<file path="src/rtl/sensor_pkg.sv">
//------------------------------------------------------------------------------
// Module   : sensor_pkg
// Purpose  : Shared defaults and width helper for the sensor conditioner slice.
// Revision : 1.0 - initial release
//------------------------------------------------------------------------------
`default_nettype none

package sensor_pkg;

  localparam int c_DEF_DEBOUNCE_CYCLES = 4;
  localparam int c_DEF_TEMP_W          = 8;
  localparam int c_DEF_AVG_LOG2        = 2;
  localparam int c_DEF_TEMP_HI         = 31;
  localparam int c_DEF_TEMP_LO         = 29;
  localparam int c_DEF_STUCK_TIMEOUT   = 1000;

  // Summing 2**avg_log2 samples needs avg_log2 extra bits of headroom.
  function automatic int acc_width(input int temp_w, input int avg_log2);
    return temp_w + avg_log2;
  endfunction

endpackage

`default_nettype wire

</file>
<file path="src/rtl/sensor_debounce.sv">
//------------------------------------------------------------------------------
// Module   : sensor_debounce
// Purpose  : 2-FF synchroniser followed by a consecutive-disagreement debouncer.
// Revision : 1.0 - initial release
//------------------------------------------------------------------------------
`default_nettype none

module sensor_debounce
  import sensor_pkg::*;
#(
  parameter int DEBOUNCE_CYCLES = c_DEF_DEBOUNCE_CYCLES
) (
  input  logic clk,
  input  logic rst,
  input  logic i_raw,
  output logic o_level
);

  localparam logic [7:0] c_LAST = 8'(DEBOUNCE_CYCLES - 1);

  generate
    if (DEBOUNCE_CYCLES < 1 || DEBOUNCE_CYCLES > 255) begin : g_bad_debounce
      $error("sensor_debounce: DEBOUNCE_CYCLES must be within 1..255");
    end
  endgenerate

  logic       r_meta;
  logic       r_sync;
  logic       r_level;
  logic [7:0] r_cnt;

  always_ff @(posedge clk or negedge rst) begin
    if (!rst) begin
      r_meta  <= 1'b0;
      r_sync  <= 1'b0;
      r_level <= 1'b0;
      r_cnt   <= 8'd0;
    end else begin
      r_meta <= i_raw;
      r_sync <= r_meta;
      if (r_sync == r_level) begin
        r_cnt <= 8'd0;
      end else if (r_cnt == c_LAST) begin
        // The count would reach DEBOUNCE_CYCLES on this edge: accept the new level.
        r_level <= ~r_level;
        r_cnt   <= 8'd0;
      end else begin
        r_cnt <= r_cnt + 8'd1;
      end
    end
  end

  assign o_level = r_level;

endmodule

`default_nettype wire

</file>
<file path="src/rtl/sensor_conditioner.sv">
//------------------------------------------------------------------------------
// Module   : sensor_conditioner
// Purpose  : Debounce, override toggle, temperature averaging and hysteresis.
//            Optional stuck-sensor watchdog enabled by SENSOR_STUCK_DETECT_EN.
// Revision : 1.0 - initial release
//------------------------------------------------------------------------------
`default_nettype none

module sensor_conditioner
  import sensor_pkg::*;
#(
  parameter int DEBOUNCE_CYCLES = c_DEF_DEBOUNCE_CYCLES,
  parameter int TEMP_W          = c_DEF_TEMP_W,
  parameter int AVG_LOG2        = c_DEF_AVG_LOG2,
  parameter int TEMP_HI         = c_DEF_TEMP_HI,
  parameter int TEMP_LO         = c_DEF_TEMP_LO,
  parameter int STUCK_TIMEOUT   = c_DEF_STUCK_TIMEOUT
) (
  input  logic              clk,
  input  logic              rst,
  input  logic              motion_raw,
  input  logic              light_raw,
  input  logic              override_btn,
  input  logic [TEMP_W-1:0] temp_raw,
  input  logic              temp_valid,
  output logic              motion_sensor,
  output logic              light_sensor,
  output logic              manual_override,
  output logic [TEMP_W-1:0] temp_sensor,
  output logic              temp_update,
  output logic              temp_hot,
  output logic              temp_fault
);

  localparam int                  c_ACC_W    = acc_width(TEMP_W, AVG_LOG2);
  localparam int                  c_CNT_W    = (AVG_LOG2 > 0) ? AVG_LOG2 : 1;
  localparam logic [c_CNT_W-1:0]  c_CNT_LAST = c_CNT_W'((1 << AVG_LOG2) - 1);
  localparam logic [TEMP_W-1:0]   c_HI       = TEMP_W'(TEMP_HI);
  localparam logic [TEMP_W-1:0]   c_LO       = TEMP_W'(TEMP_LO);

  generate
    if (TEMP_LO >= TEMP_HI) begin : g_bad_thresholds
      $error("sensor_conditioner: TEMP_LO must be below TEMP_HI");
    end
    if (STUCK_TIMEOUT < 1) begin : g_bad_timeout
      $error("sensor_conditioner: STUCK_TIMEOUT must be at least 1");
    end
  endgenerate

  logic w_motion;
  logic w_light;
  logic w_btn;

  sensor_debounce #(.DEBOUNCE_CYCLES(DEBOUNCE_CYCLES)) u_motion_db (
    .clk     (clk),
    .rst     (rst),
    .i_raw   (motion_raw),
    .o_level (w_motion)
  );

  sensor_debounce #(.DEBOUNCE_CYCLES(DEBOUNCE_CYCLES)) u_light_db (
    .clk     (clk),
    .rst     (rst),
    .i_raw   (light_raw),
    .o_level (w_light)
  );

  sensor_debounce #(.DEBOUNCE_CYCLES(DEBOUNCE_CYCLES)) u_btn_db (
    .clk     (clk),
    .rst     (rst),
    .i_raw   (override_btn),
    .o_level (w_btn)
  );

  logic r_btn_prev;
  logic r_override;

  always_ff @(posedge clk or negedge rst) begin
    if (!rst) begin
      r_btn_prev <= 1'b0;
      r_override <= 1'b0;
    end else begin
      r_btn_prev <= w_btn;
      if (w_btn && !r_btn_prev) begin
        r_override <= ~r_override;
      end
    end
  end

  logic [c_ACC_W-1:0] r_acc;
  logic [c_ACC_W-1:0] w_sum;
  logic [c_CNT_W-1:0] r_cnt;
  logic [TEMP_W-1:0]  r_temp;
  logic               r_update;

  assign w_sum = r_acc + c_ACC_W'(temp_raw);

  always_ff @(posedge clk or negedge rst) begin
    if (!rst) begin
      r_acc    <= '0;
      r_cnt    <= '0;
      r_temp   <= '0;
      r_update <= 1'b0;
    end else begin
      r_update <= 1'b0;
      if (temp_valid) begin
        if (r_cnt == c_CNT_LAST) begin
          r_temp   <= TEMP_W'(w_sum >> AVG_LOG2);
          r_update <= 1'b1;
          r_acc    <= '0;
          r_cnt    <= '0;
        end else begin
          r_acc <= w_sum;
          r_cnt <= r_cnt + 1'b1;
        end
      end
    end
  end

  logic w_wd_trip;
  logic w_fault;

`ifdef SENSOR_STUCK_DETECT_EN
  localparam int                 c_WD_W   = $clog2(STUCK_TIMEOUT + 1);
  localparam logic [c_WD_W-1:0]  c_WD_MAX = c_WD_W'(STUCK_TIMEOUT);
  localparam logic [c_WD_W-1:0]  c_WD_PRE = c_WD_W'(STUCK_TIMEOUT - 1);

  logic [c_WD_W-1:0] r_wd;
  logic              r_fault;

  assign w_wd_trip = !temp_valid && (r_wd == c_WD_PRE);

  always_ff @(posedge clk or negedge rst) begin
    if (!rst) begin
      r_wd    <= '0;
      r_fault <= 1'b0;
    end else if (temp_valid) begin
      r_wd    <= '0;
      r_fault <= 1'b0;
    end else begin
      if (r_wd != c_WD_MAX) begin
        r_wd <= r_wd + 1'b1;
      end
      if (w_wd_trip) begin
        r_fault <= 1'b1;
      end
    end
  end

  assign w_fault = r_fault;
`else
  assign w_wd_trip = 1'b0;
  assign w_fault   = 1'b0;
`endif

  logic r_hot;

  // A watchdog trip forces the fan on; hysteresis resumes from 1 on the next update.
  always_ff @(posedge clk or negedge rst) begin
    if (!rst) begin
      r_hot <= 1'b0;
    end else if (w_wd_trip) begin
      r_hot <= 1'b1;
    end else if (r_update) begin
      if (r_temp >= c_HI) begin
        r_hot <= 1'b1;
      end else if (r_temp <= c_LO) begin
        r_hot <= 1'b0;
      end
    end
  end

  assign motion_sensor   = w_motion;
  assign light_sensor    = w_light;
  assign manual_override = r_override;
  assign temp_sensor     = r_temp;
  assign temp_update     = r_update;
  assign temp_hot        = r_hot;
  assign temp_fault      = w_fault;

endmodule

`default_nettype wire

</file>
<file path="config.mk">
export PLATFORM = sky130hd
export DESIGN_NAME = sensor_conditioner
export DESIGN_NICKNAME = d
export VERILOG_FILES = /design/src/rtl/sensor_pkg.sv /design/src/rtl/sensor_debounce.sv /design/src/rtl/sensor_conditioner.sv
export SDC_FILE = /design/constraint.sdc
export NUM_CORES = 1
export LEC_CHECK = 0
export CORE_MARGIN = 2
export CORE_UTILIZATION = 28
export CTS_CLUSTER_SIZE = 20
export DETAILED_ROUTE_END_ITERATION = 10
export PLACE_DENSITY = 0.47
export SYNTH_ARGS = -nofsm -noshare
export SYNTH_HDL_FRONTEND = slang
export SYNTH_SLANG_ARGS = --single-unit
</file>
<file path="constraint.sdc">
create_clock -name clk -period 2.35 [get_ports clk]
set_input_delay 0.47 -clock clk [delete_from_list [all_inputs] [get_ports clk]]
set_output_delay 0.47 -clock clk [all_outputs]
set_load 0.005 [all_outputs]
</file>
Word level (Yosys, flattened, before mapping)

Index checks and enable logic that the tools add are counted.

Input bits: 14
Register bits: 57
Logic and storage cells: 60
Output and inout bits: 14

Bitwise logic cells: 7
Reductions and logical operators: 8
Muxes and demuxes: 12
Order comparisons: 2
Add/sub/neg operators: 5
Eq/ne operators: 7

Operator list:

| kind                                                               | count |
|---|---|
| 2-to-1 mux 8 bit                                                   | 6 |
| adder 8 x 1 -> 8 bit (second input constant)                       | 3 |
| equality test 8 x 2 -> 1 bit (second input constant)               | 3 |
| adder 10 x 8 -> 10 bit                                             | 1 |
| 2-to-1 mux 10 bit                                                  | 1 |
| AND reduction 2 bit                                                | 5 |
| greater-or-equal comparator 8 x 5 -> 1 bit (second input constant) | 1 |
| <= comparator 8 x 5 -> 1 bit (second input constant)               | 1 |
| NOT 1 bit                                                          | 7 |
| 2-to-1 mux 1 bit                                                   | 4 |
| equality test 1 bit                                                | 3 |
| adder 2 x 1 -> 2 bit (second input constant)                       | 1 |
| equality test 2 bit (second input constant)                        | 1 |
| 2-to-1 mux 2 bit                                                   | 1 |
| nonzero test 2 bit                                                 | 1 |
| logical AND 1 bit                                                  | 1 |
| logical NOT 1 bit                                                  | 1 |

Depth between registers and ports, before layout

Gate-level depths: netlist (run 1).

Depth in word-level cells: 3
Gate-level depth with buffers: 8

Modules after synthesis

A second synthesis (run 1) with hierarchy kept.

Cells, all modules: 263
Area, all modules: 2805.2 µm²

Modules (own cells, without submodules):

| module             | cells each | sequential area each (µm²) | times used | area each (µm²) |
|---|---|---|---|---|
| sensor_debounce    | 44         | 275.3                      | 3          | 493.0 |
| sensor_conditioner | 131        | 600.6                      | 1          | 1326.3 |

Worst setup path after synthesis (run 1)

No wires, ideal clock.

Path type: input port to flip-flop
Start point: in temp_raw[0]
End point: reg r_temp[6] (netlist: temp_sensor[6])
Path slack: 409 ps
Stages: 8
Arrival time: 1846 ps
Cell sequence: ha_1 > inv_1 > fa_1 > nor2b_4 > o211ai_2 > a31oi_1 > nor3_1 > o31ai_1

Longest elaborated chain between the ends: 1

RTL lines:

| what                   | RTL line                  | text |
|---|---|---|
| start: declaration     | sensor_conditioner.sv:24  | `input logic [TEMP_W-1:0] temp_raw,` |
| adder 10 x 8 -> 10 bit | sensor_conditioner.sv:96  | `assign w_sum = r_acc + c_ACC_W'(temp_raw);` |
| end signal: assignment | sensor_conditioner.sv:108 | `r_temp <= TEMP_W'(w_sum >> AVG_LOG2);` |
| end: declaration       | sensor_conditioner.sv:93  | `logic [TEMP_W-1:0] r_temp;` |

Every way passes these cells.
A chain may end at the register's enable or synchronous reset.

Worst setup path after layout (run 1)

Same ends and word-level chain as after synthesis.

==> results of run 1 <==
-- layer usage --
metal,share of wire [%],wire length (µm),track usage (%)
met1,50,2610,14.5
met2,45,2370,18.4
met3,3.6,192,3.38
met4,1.6,85,4.99
met5,0,0,0
-- state kept, by name (all words and copies together), names as in the netlist, 2 cells and up --
name / flops
r_acc: 10
r_cnt: 2
temp_sensor: 8
u_btn_db.r_cnt: 8
u_light_db.r_cnt: 8
u_motion_db.r_cnt: 8
-- cell usage after synthesis, types with 2 or more instances --
cell | count | area (µm²)
xnor2_1 | 8 | 70.1
o21ai_0 | 9 | 45.0
nand3_1 | 14 | 70.1
xor2_1 | 20 | 175
ha_1 | 12 | 150
o211ai_2 | 2 | 25.0
mux2_2 | 4 | 45.0
o21ai_1 | 2 | 10.0
o31ai_1 | 2 | 15.0
o211ai_1 | 3 | 22.5
inv_1 | 14 | 52.6
dfrtp_1 | 57 | 1430
clkbuf_1 | 3 | 11.3
nand2b_1 | 4 | 25.0
a31oi_1 | 3 | 18.8
nor3_1 | 6 | 30.0
o22ai_1 | 5 | 31.3
nor2_1 | 25 | 93.8
a21oi_1 | 4 | 20.0
nand2_1 | 18 | 67.6
o21a_1 | 2 | 15.0
and3_1 | 7 | 43.8
nor4b_1 | 3 | 26.3
a21o_1 | 3 | 22.5
-- worst reg2reg max path: cells and delay by family, from the launching register on --
family,cells,cell delay (ps)
AOI/OAI and AO/OA,3,390
adders and majority gates,2,430
buffers and inverters,1,70
DFF,1,380
and+or+nand+nor,2,570
-- area by class of cell --
| class | instances | area, µm² |
|---|---|---|
| clock buffers | 11 | 141 |
| repair buffers | 34 | 328 |
| multi-input cells | 170 | 1140 |
| flip-flops and latches | 57 | 1430 |
| fillers | 914 | 5890 |
| clock inverters | 5 | 78.8 |
| inverters | 14 | 52.6 |
| well taps | 111 | 139 |
-- how the worst min path moves through the flow --
stage | slack, ps | start | end | cells after the start
after global routing | 140 | rst | u_motion_db.r_cnt[4] | 2
after global placement | 330 | u_btn_db.r_meta | u_btn_db.r_sync | 0
final | 130 | rst | u_motion_db.r_cnt[4] | 2
after floorplan | 170 | rst | manual_override | 0
after CTS | 130 | rst | u_motion_db.r_cnt[1] | 2
after detailed placement | 340 | u_light_db.r_meta | u_light_db.r_sync | 0
-- where the power goes --
group,switching [mW],internal (mW)
Clock,0.401,0.624
Combinational,0.657,0.679
Sequential,0.222,1.26
-- logic make-up (layout without fill, tap and decap cells) --
| group | after synthesis | after routing | synth area share, % |
|---|---|---|---|
| other cells | 1 | 1 | 0.142 |
| simple gates | 84 | 84 | 15.6 |
| buf+inv | 18 | 64 | 2.70 |
| flops | 57 | 57 | 54.0 |
| xor+xnor | 28 | 28 | 9.28 |
| mux | 5 | 5 | 2.08 |
| compound gates | 39 | 39 | 9.75 |
| fa+ha+maj | 13 | 13 | 6.44 |
-- through the flow --
step / hold slack (ps) / area (µm²) / cells
finish: 129 / 3310 / 402
global route: 144 / 3310 / 402
CTS: 134 / 3310 / 402
global placement: 333 / 3090 / 386
detailed placement: 336 / 3090 / 386
floorplan: 174 / 2640 / 245
-- cell usage in the layout (no fill, tap or decap), drive strengths merged, types with 2 or more instances in the layout --
master,instances
and3,7
a21o,3
nand2b,4
nor4b,3
o31ai,2
clkbuf,11
inv,14
nor2,25
clkinv,3
mux2,4
nor3,6
o22ai,5
xor2,20
o21ai,11
ha,12
nand3,14
a21oi,4
nand2,18
xnor2,8
dfrtp,57
a31oi,3
o211ai,5
o21a,2
buf,9
clkdlybuf4s50,25
bufinv,2
==> results_dict.tcl, run 1 <==
set metrics [dict create \
    start_util_pct 28.7 \
    antenna_cells 0 \
    reg2reg_to "r_acc[8]" \
    fin_setup_tns_ps 0 \
    critPathMaxStageDelay_ps 460 \
    drv_slew 0 \
    r2r_slack_ps 440 \
    ys_types 39 \
    timing.rr.start "r_acc[0]" \
    peakVddDrop_mv 0.535 \
    worst_slew_pin_slew_ps 501 \
    vias 1867 \
    path_class "in -> reg" \
    post-route-util_pct 36.0 \
    grt_max_degree 58 \
    period_share_pct 92.0 \
    hold_class "in -> async" \
    setup_viol 0 \
    drive_gt1_share_pct 10.7 \
    nNetsFinal 313 \
    synthArstFlopShare_pct 100 \
    drt-total-wl_um 5270 \
    syn_area_mm2 0.00264 \
    power_leakage_nw 1.52 \
    rsz0062_at_grt "no" \
    clockBufferDepth 2 \
    syn_inst 245 \
    run_status "finished, final reports clean" \
    avgSynthCellArea_um2 10.8 \
    cellPowerDensity_mw_per_mm2 1160 \
    ctsResizeCount 0 \
    critical_path_arrival_ps 2400 \
    clk_latency_ps 340 \
    startpoint_type "primary input" \
    grt_pass1_vias 1941 \
    dpl.hpwl_um 3610 \
    crit_path_max_fanout 4 \
    drt_iter0_drc 50 \
    post_cts_buffers 0 \
    yosys_most_used_dff "dfrtp_1" \
    relSlewSlack_pct 66.5 \
    pre_cts_slack_ps -154 \
    power_mw 3.84 \
    yosysWarnings 0 \
    ant_nets 0 \
    cp_slowest_cell "clkdlybuf4s50_1" \
    synth_edf_count 0 \
    maxCapViolCount 0 \
    grt_usage_pct 11.5 \
    cts_made_buffers 9 \
    die_y_um 101 \
    finalCriticalPeriod_ps 2160 \
    die_area_mm2 0.0102 \
    die_w_um 101 \
    cts_hold_buf 0 \
    core.rowCount 35 \
    area_growth_pct 25.3 \
    path_depth 9 \
    grt_first_pass_wirelength_um 9160 \
    first_pass_iters 4 \
    wl_per_cell_um 13.1 \
    syn_nets 272 \
    cts_htree_levels 3 \
    required_ps 2590 \
    core_area_mm2 0.00920 \
    hold_viol_final 0 \
    synth.yosys.seq_area_share_pct 54.0 \
    crit_chain "clkdlybuf4s50_1 -> ha_1 -> inv_1 -> fa_1 -> nor2b_4 -> o211ai_2 -> a31oi_1 -> nor3_1 -> o31ai_1" \
    critical_path_buf_inv_count 2 \
    r2r_cells 8 \
    cts_sinks 57 \
    place_congestion 0.786 \
    drcViolationCount 0 \
    grt_antenna_before_repair 0 \
    fmax_ghz 0.462 \
    cp_top_family "compound AO/OA/AOI/OAI gates" \
    skew_ps 10.4 \
    cts_tree "built" \
    io_pins 28 \
    io_buffers 26 \
    overflow 0 \
    cts_root_buf "clkbuf_8" \
    clk_pin_slew_ps 70 \
    cp-startpoint "temp_raw[0]" \
    crit_path_end_kind "register" \
    cp-endpoint "temp_sensor[6]" \
    synth_seq_cells 57 \
    via_per_inst 4.64 \
    layout_setup_ws_ps 187 \
]
Power figures use the tool's default switching activity.
==> run 2: changes to the inputs <==
--- a/config.mk
+++ b/config.mk
@@ -5,11 +5,12 @@
 export SDC_FILE = /design/constraint.sdc
 export NUM_CORES = 1
 export LEC_CHECK = 0
+export ABC_AREA = 1
 export CORE_MARGIN = 2
 export CORE_UTILIZATION = 28
 export CTS_CLUSTER_SIZE = 20
 export DETAILED_ROUTE_END_ITERATION = 10
-export PLACE_DENSITY = 0.47
+export PLACE_DENSITY = 0.49
 export SYNTH_ARGS = -nofsm -noshare
 export SYNTH_HDL_FRONTEND = slang
 export SYNTH_SLANG_ARGS = --single-unit
==> constraint.sdc (replaced) <==
create_clock -name clk -period 1.7 [get_ports clk]
set_input_delay 0.34 -clock clk [delete_from_list [all_inputs] [get_ports clk]]
set_output_delay 0.34 -clock clk [all_outputs]
set_load 0.005 [all_outputs]
==> run 2 against run 1 <==
Effect of this change: global-route usage rose by 0.15 points; largest power group is now combinational logic; highest routed layer unchanged; die area rose by 4.7%; largest cell class unchanged; worst setup slack got worse by 130 ps; critical path type is now reg -> reg.
==> results_dict.tcl, run 2 <==
set metrics [dict create \
    first_pass_iters 4 \
    synth.yosys.seq_area_share_pct 51.4 \
    syn_area_mm2 0.00277 \
    dpl.hpwl_um 4070 \
    top_register "r_acc" \
    rsz0062_at_grt "yes" \
    syn_inst 308 \
    layout_common_cells "nand2_1 (74), dfrtp_1 (57), inv_1 (35)" \
    nNetsFinal 392 \
    design_area_mm2 0.00359 \
    core_area_mm2 0.00968 \
    period_share_pct 96.9 \
    timing.rr.start "r_acc[0]" \
    power_mw 5.39 \
    ant_nets 0 \
    drt-total-wl_um 5630 \
    critical_path_buf_inv_count 1 \
    cp_common_cell "nand2_1" \
    io_buffers 26 \
    place_congestion 0.763 \
    hold_viol_final 0 \
    core.rowCount 36 \
    clockBufferDepth 2 \
    antenna_cells 0 \
    syn_nets 335 \
    cts_tree "built" \
    hold_class "reg -> reg" \
    die_w_um 104 \
    cellPowerDensity_mw_per_mm2 1500 \
    clk_latency_ps 340 \
    cts_root_buf "clkbuf_8" \
    synth_seq_cells 57 \
    area_growth_pct 29.4 \
    grt_usage_pct 11.6 \
    cp_slowest_cell "fa_2" \
    ys_top_cells_by_area "dfrtp_1 (51%), nand2_1 (10%), ha_1 (5.4%)" \
    fmax_ghz 0.607 \
    crit_path_max_fanout 3 \
    critPathMaxStageDelay_ps 420 \
    dpl-instance-area_mm2 0.00335 \
    maxCapViolCount 0 \
    cts_made_buffers 9 \
    die_y_um 104 \
    vias 2094 \
    run_status "finished, final reports clean" \
    pre_cts_slack_ps -431 \
    grt_max_degree 58 \
    nFillCells 984 \
    synth_edf_count 0 \
    peakVddDrop_mv 0.545 \
    skew_ps 7.02 \
    yosys_most_used_dff "dfrtp_1" \
    avgSynthCellArea_um2 9.00 \
    yosysWarnings 0 \
    crit_chain "ha_2 -> inv_2 -> fa_2 -> o21ai_4 -> nand2_2 -> nand2_1 -> nand2_1 -> nand3_1 -> nand2_1" \
    start_util_pct 28.6 \
    netlist_top_cells_count "nand2_1 (76), dfrtp_1 (57), inv_1 (36), nor2_1 (29), nand3_1 (20)" \
    power_leakage_nw 1.71 \
    setup_viol 0 \
    grt_pass1_vias 2108 \
    drcViolationCount 0 \
    drt_iter0_drc 44 \
    synthArstFlopShare_pct 100 \
    yosysTopAreaCellShare_pct 51.4 \
    largest_reg_flops 10 \
    synth.most_common_cell "nand2_1" \
    multiInputGateArea_mm2 0.00122 \
    die_area_mm2 0.0107 \
    cts_htree_levels 3 \
    grt_antenna_before_repair 0 \
    via_per_inst 4.16 \
    crit_path_end_kind "register" \
    grt_first_pass_wirelength_um 9980 \
    drv_slew 0 \
    startpoint_type "register" \
    final_common_cell "nand2_1" \
    finalCriticalPeriod_ps 1650 \
    regArea_mm2 0.00143 \
    ys_types 31 \
    yosysTopAreaCell "dfrtp_1" \
    cp-startpoint "r_acc[0]" \
    clk_pin_slew_ps 70 \
    layout_setup_ws_ps 52.9 \
    path_class "reg -> reg" \
    io_pins 28 \
    drive_gt1_share_pct 15.7 \
    wl_per_cell_um 11.2 \
    overflow 0 \
    cp_top_family "adder cells" \
    cts_sinks 57 \
    required_ps 1930 \
    min_from "u_motion_db.r_meta" \
    critical_path_arrival_ps 1880 \
]
## run 2: cell count changes after synthesis, sizes merged, moves of 7 or more
cell   change
nand2     +58
inv       +22
xor2      -13
nand3     +11
nor2       +9
nor3b      +9
and3       -7
## run 2: cells by family (layout without fill, tap and decap cells)
kind of cell             count (synthesis)  count (layout)  share of synthesized area (%)
buffers and inverters                   39             101                           5.46
flip-flops                              57              57                           51.4
XOR/XNOR                                14              14                           4.42
AO/OA/AOI/OAI                           25              25                           5.28
other                                    1               1                          0.135
AND/OR/NAND/NOR                        159             159                           27.1
adder cells (fa/ha/maj)                 13              13                           6.14
## run 2: cell type report
cell class / count / share of cell area (%)
clock buffers: 11 / 3.94
flip-flops and latches: 57 / 39.8
inverters: 36 / 3.77
well taps: 133 / 4.64
repair buffers: 49 / 12.4
multi-input cells: 212 / 33.9
clock inverters: 5 / 1.53
## run 2: repair_timing
item,4_1_cts,5_1_grt
hold buffers,1,0
pin swaps,1,6
endpoints found under the hold margin,9,0
setup buffers,0,1
resized for setup,1,8
endpoints found under the setup margin,4,10
## run 2: metrics by stage
| stage | utilization, % | std cells | hold WS (ps) | TNS [ps] |
|---|---|---|---|---|
| after CTS | 36.7 | 502 | 356 | 0 |
| after detailed placement | 34.6 | 485 | 339 | -4880 |
| after global routing | 37.0 | 503 | 351 | -105 |
| after floorplan | - | 308 | 44.4 | 0 |
| after global placement | 34.6 | 485 | 333 | -4600 |
| final | 37.0 | 503 | 350 | 0 |
## run 2: final timing paths
check                                          end  slack (ps)  cells after the start
worst max register to register      temp_sensor[6]          50                      9
max in group asynchronous                 r_acc[6]         920                      3
worst max-delay path                temp_sensor[6]          50                      9
worst min-delay path            u_motion_db.r_sync         350                      0
worst min register to register  u_motion_db.r_sync         350                      0
min in group asynchronous                 r_acc[5]         530                      3
## run 2: worst reg2reg max path, delay by kind of cell (launching register included)
kind | cells | cell delay, ps
AO/OA/AOI/OAI | 1 | 220
flip-flops | 1 | 360
adder cells (fa/ha/maj) | 2 | 610
buffers and inverters | 1 | 40
AND/OR/NAND/NOR | 5 | 320
## run 2: report_power, final
| part | leakage [nW] | internal, mW | switching, mW |
|---|---|---|---|
| clock network | 0.0953 | 0.711 | 0.562 |
| registers | 0.735 | 1.74 | 0.309 |
| logic | 0.882 | 1.03 | 1.04 |
| total | 1.71 | 3.48 | 1.91 |
## run 2: per-layer routing
metal | vias up | wire length (µm) | global-route usage, %
li1 | 1105 | - | -
met1 | 951 | 2700 | 15.3
met2 | 28 | 2630 | 17.6
met3 | 10 | 185 | 3.71
met4 | 0 | 112 | 4.92
met5 | - | 0 | 0
